`src/rtl/signed_div_pipe_pkg.sv`:
```
// Shared ALU constants and helpers for the signed/unsigned divide pipeline.
// Latency: none (package only).
// Backpressure: not applicable.
package signed_div_pipe_pkg;

    localparam int                DATA_W         = 16;
    localparam logic [DATA_W-1:0] DIV_ZERO_Q_DEF = 16'hFFFF;
    localparam logic [DATA_W-1:0] SIGNED_MIN     = 16'h8000;

    // Two's-complement negate without width-extension surprises.
    function automatic logic [DATA_W-1:0] neg(input logic [DATA_W-1:0] v);
        return {DATA_W{1'b0}} - v;
    endfunction

    // Magnitude of a value; in unsigned mode the raw bits are the magnitude.
    // The signed minimum maps onto itself, which is its correct unsigned magnitude.
    function automatic logic [DATA_W-1:0] mag(input logic [DATA_W-1:0] v, input logic sgn);
        return (sgn && v[DATA_W-1]) ? neg(v) : v;
    endfunction

endpackage

```
`src/rtl/signed_div_pipe_udiv.sv`:
```
// Unsigned 16-bit restoring divider, purely combinational.
// Latency: 0 cycles (sits between two register stages).
// Backpressure: none; outputs follow inputs.
module signed_div_pipe_udiv
    import signed_div_pipe_pkg::*;
(
    input  logic [DATA_W-1:0] num,
    input  logic [DATA_W-1:0] den,
    output logic [DATA_W-1:0] quo,
    output logic [DATA_W-1:0] rem
);

    logic [DATA_W:0] acc;

    // Shift-subtract long division, one quotient bit per dividend bit, MSB first.
    always_comb begin
        acc = '0;
        quo = '0;
        for (int i = DATA_W - 1; i >= 0; i--) begin
            acc = {acc[DATA_W-1:0], num[i]};
            if (acc >= {1'b0, den}) begin
                acc    = acc - {1'b0, den};
                quo[i] = 1'b1;
            end
        end
        rem = acc[DATA_W-1:0];
    end

endmodule

```
`src/rtl/signed_div_pipe.sv`:
```
// Signed/unsigned 16-bit divider: operand-prep stage A, combinational divide, result stage B.
// Latency: 2 cycles from input transfer to out_valid; one result per cycle when unstalled.
// Backpressure: B holds while out_valid && !out_ready; A holds behind B; in_ready = A can advance.
module signed_div_pipe
    import signed_div_pipe_pkg::*;
#(
    parameter logic [DATA_W-1:0] DIV_ZERO_Q = DIV_ZERO_Q_DEF
) (
    input  logic              clk,
    input  logic              rst_n,
    input  logic              in_valid,
    output logic              in_ready,
    input  logic              in_signed,
    input  logic [DATA_W-1:0] in_dividend,
    input  logic [DATA_W-1:0] in_divisor,
    output logic              out_valid,
    input  logic              out_ready,
    output logic [DATA_W-1:0] out_quotient,
    output logic [DATA_W-1:0] out_remainder,
    output logic              out_div_zero,
    output logic              out_overflow
);

    // Stage A: magnitudes, sign fixups, exception flags, raw dividend for the div-zero remainder.
    logic              a_vld_q,  a_vld_d;
    logic [DATA_W-1:0] a_num_q,  a_num_d;
    logic [DATA_W-1:0] a_den_q,  a_den_d;
    logic [DATA_W-1:0] a_raw_q,  a_raw_d;
    logic              a_qneg_q, a_qneg_d;
    logic              a_rneg_q, a_rneg_d;
    logic              a_dz_q,   a_dz_d;
    logic              a_ovf_q,  a_ovf_d;

    // Stage B: final result as presented on the output port.
    logic              b_vld_q,  b_vld_d;
    logic [DATA_W-1:0] b_quo_q,  b_quo_d;
    logic [DATA_W-1:0] b_rem_q,  b_rem_d;
    logic              b_dz_q,   b_dz_d;
    logic              b_ovf_q,  b_ovf_d;

    logic              b_adv;
    logic              a_adv;
    logic [DATA_W-1:0] div_quo;
    logic [DATA_W-1:0] div_rem;

    signed_div_pipe_udiv u_udiv (
        .num (a_num_q),
        .den (a_den_q),
        .quo (div_quo),
        .rem (div_rem)
    );

    // Advance conditions: B drains or is empty; A moves whenever it is empty or B moves.
    always_comb begin
        b_adv = !b_vld_q || out_ready;
        a_adv = !a_vld_q || b_adv;
    end

    // Stage A next state: capture a new request only on an input transfer, otherwise hold data.
    always_comb begin
        a_vld_d  = a_adv ? in_valid : a_vld_q;
        a_num_d  = a_num_q;
        a_den_d  = a_den_q;
        a_raw_d  = a_raw_q;
        a_qneg_d = a_qneg_q;
        a_rneg_d = a_rneg_q;
        a_dz_d   = a_dz_q;
        a_ovf_d  = a_ovf_q;
        if (a_adv && in_valid) begin
            a_num_d  = mag(in_dividend, in_signed);
            a_den_d  = mag(in_divisor, in_signed);
            a_raw_d  = in_dividend;
            a_qneg_d = in_signed && (in_dividend[DATA_W-1] ^ in_divisor[DATA_W-1]);
            a_rneg_d = in_signed && in_dividend[DATA_W-1];
            a_dz_d   = (in_divisor == '0);
            a_ovf_d  = in_signed && (in_dividend == SIGNED_MIN) && (in_divisor == '1);
        end
    end

    // Stage B next state: sign-correct the divider outputs, then apply exception overrides.
    always_comb begin
        b_vld_d = b_adv ? a_vld_q : b_vld_q;
        b_quo_d = b_quo_q;
        b_rem_d = b_rem_q;
        b_dz_d  = b_dz_q;
        b_ovf_d = b_ovf_q;
        if (b_adv && a_vld_q) begin
            b_quo_d = a_qneg_q ? neg(div_quo) : div_quo;
            b_rem_d = a_rneg_q ? neg(div_rem) : div_rem;
            b_dz_d  = a_dz_q;
            b_ovf_d = a_ovf_q;
            if (a_dz_q) begin
                b_quo_d = DIV_ZERO_Q;
                b_rem_d = a_raw_q;
                b_ovf_d = 1'b0;
            end else if (a_ovf_q) begin
                b_quo_d = SIGNED_MIN;
                b_rem_d = '0;
            end
        end
    end

    // Pipeline registers; reset discards anything in flight.
    always_ff @(posedge clk or negedge rst_n) begin
        if (!rst_n) begin
            a_vld_q  <= 1'b0;
            a_num_q  <= '0;
            a_den_q  <= '0;
            a_raw_q  <= '0;
            a_qneg_q <= 1'b0;
            a_rneg_q <= 1'b0;
            a_dz_q   <= 1'b0;
            a_ovf_q  <= 1'b0;
            b_vld_q  <= 1'b0;
            b_quo_q  <= '0;
            b_rem_q  <= '0;
            b_dz_q   <= 1'b0;
            b_ovf_q  <= 1'b0;
        end else begin
            a_vld_q  <= a_vld_d;
            a_num_q  <= a_num_d;
            a_den_q  <= a_den_d;
            a_raw_q  <= a_raw_d;
            a_qneg_q <= a_qneg_d;
            a_rneg_q <= a_rneg_d;
            a_dz_q   <= a_dz_d;
            a_ovf_q  <= a_ovf_d;
            b_vld_q  <= b_vld_d;
            b_quo_q  <= b_quo_d;
            b_rem_q  <= b_rem_d;
            b_dz_q   <= b_dz_d;
            b_ovf_q  <= b_ovf_d;
        end
    end

    assign in_ready      = a_adv;
    assign out_valid     = b_vld_q;
    assign out_quotient  = b_quo_q;
    assign out_remainder = b_rem_q;
    assign out_div_zero  = b_dz_q;
    assign out_overflow  = b_ovf_q;

endmodule

```
`config.mk`:
```
export PLATFORM = sky130hd
export DESIGN_NAME = signed_div_pipe
export DESIGN_NICKNAME = d
export VERILOG_FILES = /design/src/rtl/signed_div_pipe_pkg.sv /design/src/rtl/signed_div_pipe_udiv.sv /design/src/rtl/signed_div_pipe.sv
export SDC_FILE = /design/constraint.sdc
export NUM_CORES = 1
export LEC_CHECK = 0
export BUFFER_PORTS_ARGS = -buffer_cell sky130_fd_sc_hd__buf_2
export CAP_MARGIN = 20
export CELL_PAD_IN_SITES_DETAIL_PLACEMENT = 1
export CELL_PAD_IN_SITES_GLOBAL_PLACEMENT = 2
export CORE_UTILIZATION = 39
export CTS_BUF_LIST = sky130_fd_sc_hd__clkbuf_16
export CTS_CLUSTER_SIZE = 14
export DETAILED_ROUTE_END_ITERATION = 8
export PLACE_DENSITY_LB_ADDON = 0.12
export SLEW_MARGIN = 20
export SYNTH_ARGS = -nofsm -noshare
export SYNTH_HDL_FRONTEND = slang
export SYNTH_HIERARCHICAL = 1
export SYNTH_SLANG_ARGS = --single-unit
```
`constraint.sdc`:
```
create_clock -name clk -period 57.3 [get_ports clk]
set_input_delay 2.865 -clock clk [delete_from_list [all_inputs] [get_ports clk]]
set_output_delay 2.865 -clock clk [all_outputs]
set_load 0.1 [all_outputs]
```
==> reports/results.ini <==
[route]
wl_um=68500
avgViaCountPerCell=5.92
ant_nets=0
drc=0
post_drt_wl_per_cell_um=22.3
drt_iter0_drc=866
firstDrtPassIters=5
vias=18100

[floorplanning]
std_cell_rows=78
io_pins=73
core_area_um2=45800
fp.dieArea_um2=47600
die_h_um=218
initial_core_util_pct=39.8
die_x_um=218

[yosys]
syn_nets=2680
yosys.area.top_type=ha_1
synth_cells=2382
synth-seq-cells=87
async_flop_share_pct=100
synth.yosys.warnings=6
ys_types=94
synth_edf_count=0
yosysTopAreaCellShare_pct=16.9
ys.flop_type=dfrtp_1
netlist_top_cells_area=ha_1 17%, dfrtp_1 12%, mux2_2 7.4%, o21ai_0 5.8%, xnor2_1 5.3%
syn_area_per_cell_um2=7.65
syn_area_um2=18200
yosysSeqAreaShare_pct=11.9

[sta]
tightest_slew_ps=921
period_minus_slack_ps=52430
clock_skew_ps=13.8
hold_viol_final=0
worst_slack_ps=4870
tns_ps=0
clock.fmax_mhz=19.1
min_period_over_period_pct=91.5
finalSetupViolCount=0
drv_slew=0
slew_headroom_pct=37.0

[cells_and_area]
area_delta_synth_final_pct=9.55
drive_gt1_share_pct=13.9
antenna_cells=0
seq_area_um2=2180
fin_nets=2761
final_cells=3068
finalInstanceArea_um2=20000
multi_input_area_um2=15400
n_fill_cell=5682

[run]
maxCapViolCount=0

[cts]
clockRootBuffer=clkbuf_16
htree_levels=3
cts_buffers=9
cts_tree=built
clk_latency_ps=360
path_clk_slew_ps=70
cts_buffer_depth=2
cts.sinks=87

[grt]
grt_pass1_vias=18600
grt_overflow=0
grt_start_max_net_pins=89
grt_usage_pct=28.5
antenna_found_initial=0
grt_pass1_wl_um=106000

[place]
io_buffer_count=72
place_worst_setup_slack_ps=1050
place_congestion=0.906
place_inst=3031
dpl.hpwl_um=53600
placed_cell_area_um2=19300

[setup_path]
critical_path.top_delay_family=compound AO/OA/AOI/OAI gates
worst-path-buf-inv=22
critPathSlowestCell=o21ai_0
path_class=flop to flop
crit_path_frequent_cell=o21ai_0
required_ps=57520
worst-path-max-fanout=26
critPathLaunchType=flop
endpoint_kind=flop
critPathArrivalTime_ps=52650
crit_path_max_incr_delay_ps=690

[outcome]
status=finished, final reports clean

[min_path]
min_path_type=flop to flop

[through the flow]
stage | hold slack [ps] | utilization (%)
3_5_place_dp | 476 | 42.2
4_1_cts | 491 | 42.9
3_3_place_gp | 466 | 42.2
6_report | 484 | 43.6
5_1_grt | 514 | 43.6
2_1_floorplan | 450 | -
[layer usage]
metal  track usage, %  part of all wire, %
met1             37.9                   48
met2             49.5                   48
met3             2.19                  2.0
met4             6.71                  2.3
met5                0                    0
[worst paths after layout]
check,startpoint,to,slack (ps),cells past startpoint
setup / recovery,a_den_q[15]$_DFFE_PN0P_,out_remainder[15]$_DFFE_PN0P_,4870,252
hold / removal,a_num_q[15]$_DFFE_PN0P_,a_num_q[15]$_DFFE_PN0P_,480,2
setup reg to reg,a_den_q[15]$_DFFE_PN0P_,out_remainder[15]$_DFFE_PN0P_,4870,252
hold reg to reg,a_num_q[15]$_DFFE_PN0P_,a_num_q[15]$_DFFE_PN0P_,480,2
max in group asynchronous,rst_n,a_den_q[2]$_DFFE_PN0P_,53770,2
min in group asynchronous,rst_n,out_quotient[3]$_DFFE_PN0P_,2500,1
[cells in the final DEF, fill, tap and decap left out, types with 15 or more instances in the layout]
master | synthesis | layout
o31ai_1 | 29 | 27
nand3_1 | 31 | 30
buf_4 | 1 | 47
o21ai_0 | 211 | 202
a21boi_0 | 31 | 31
mux2_2 | 119 | 119
inv_1 | 166 | 164
nor3_1 | 43 | 42
and3_1 | 23 | 23
nor2b_1 | 57 | 57
ha_1 | 246 | 246
nor2_1 | 180 | 180
nand2_1 | 199 | 197
xor2_1 | 98 | 98
a211oi_1 | 19 | 16
mux2i_1 | 26 | 26
dfrtp_1 | 87 | 87
a31oi_1 | 16 | 15
a21oi_1 | 185 | 181
buf_2 | 9 | 71
nand2b_1 | 37 | 37
a21o_1 | 73 | 72
and2_1 | 25 | 24
nand4_1 | 52 | 52
xnor2_1 | 110 | 110
a221o_1 | 15 | 15
nor4_1 | 18 | 18
o21a_1 | 22 | 22
fa_1 | 15 | 15
[flip-flops by register name, indices dropped and copies added, names as in the netlist, 15 cells and up]
signal         flops
a_den_q           16
a_raw_q           15
a_num_q           16
out_quotient      16
out_remainder     16
[kinds of logic (layout without fill, tap and decap cells)]
family	after synthesis	after routing	share of synthesized area (%)
simple gates	733	733	20.2
compound gates	716	717	25.0
fa+ha+maj	261	261	18.5
buf+inv	224	309	4.86
xor+xnor	208	208	9.99
mux	153	153	9.46
flops	87	87	11.9
[cells in the mapped netlist, types with 11 or more instances]
cell type and n:
fa_1 15, nand2_1 199, clkbuf_1 33, a221oi_1 11, nor4_1 18, a221o_1 15
nor3_1 43, xor2_1 98, o21ai_0 211, nand3_1 31, nand2b_1 37, dfrtp_1 87
ha_1 246, o31ai_1 29, nor2b_1 57, or2_2 14, inv_1 166, a21o_1 73
a211oi_1 19, o41ai_1 11, a31oi_1 16, nor2_1 180, and3_1 23, and2_1 25
xnor2_1 110, a21boi_0 31, nand4_1 52, a21oi_1 185, mux2_2 119, mux2i_1 26
o21a_1 22
[worst register-to-register path, delay by kind of cell (launching register included)]
kind	cells	cell delay, ps
adders and majority gates	15	4460
xor gates and xnor gates	2	330
buffers and inverters	22	3540
DFF	1	430
AOI/OAI and AO/OA	152	31450
muxes	4	1390
and+or+nand+nor	57	10760
[layout make-up]
type | instances | area share [%]
clock inverter | 7 | 0.320
sequential | 87 | 10.9
inverter | 173 | 3.30
timing repair buffer | 120 | 3.70
multi-input combinational | 2072 | 76.9
tap | 600 | 3.76
clock buffer | 9 | 1.13
[repair_timing]
item | CTS | global route
hold buffers | 0 | 0
endpoints found under the setup margin | 0 | 32
setup buffers | 0 | 20
gates resized for setup | 0 | 46
Power is left out: the tool's default activity adds up to more than one toggle a clock period on the data nets, which glitch-free logic cannot reach.
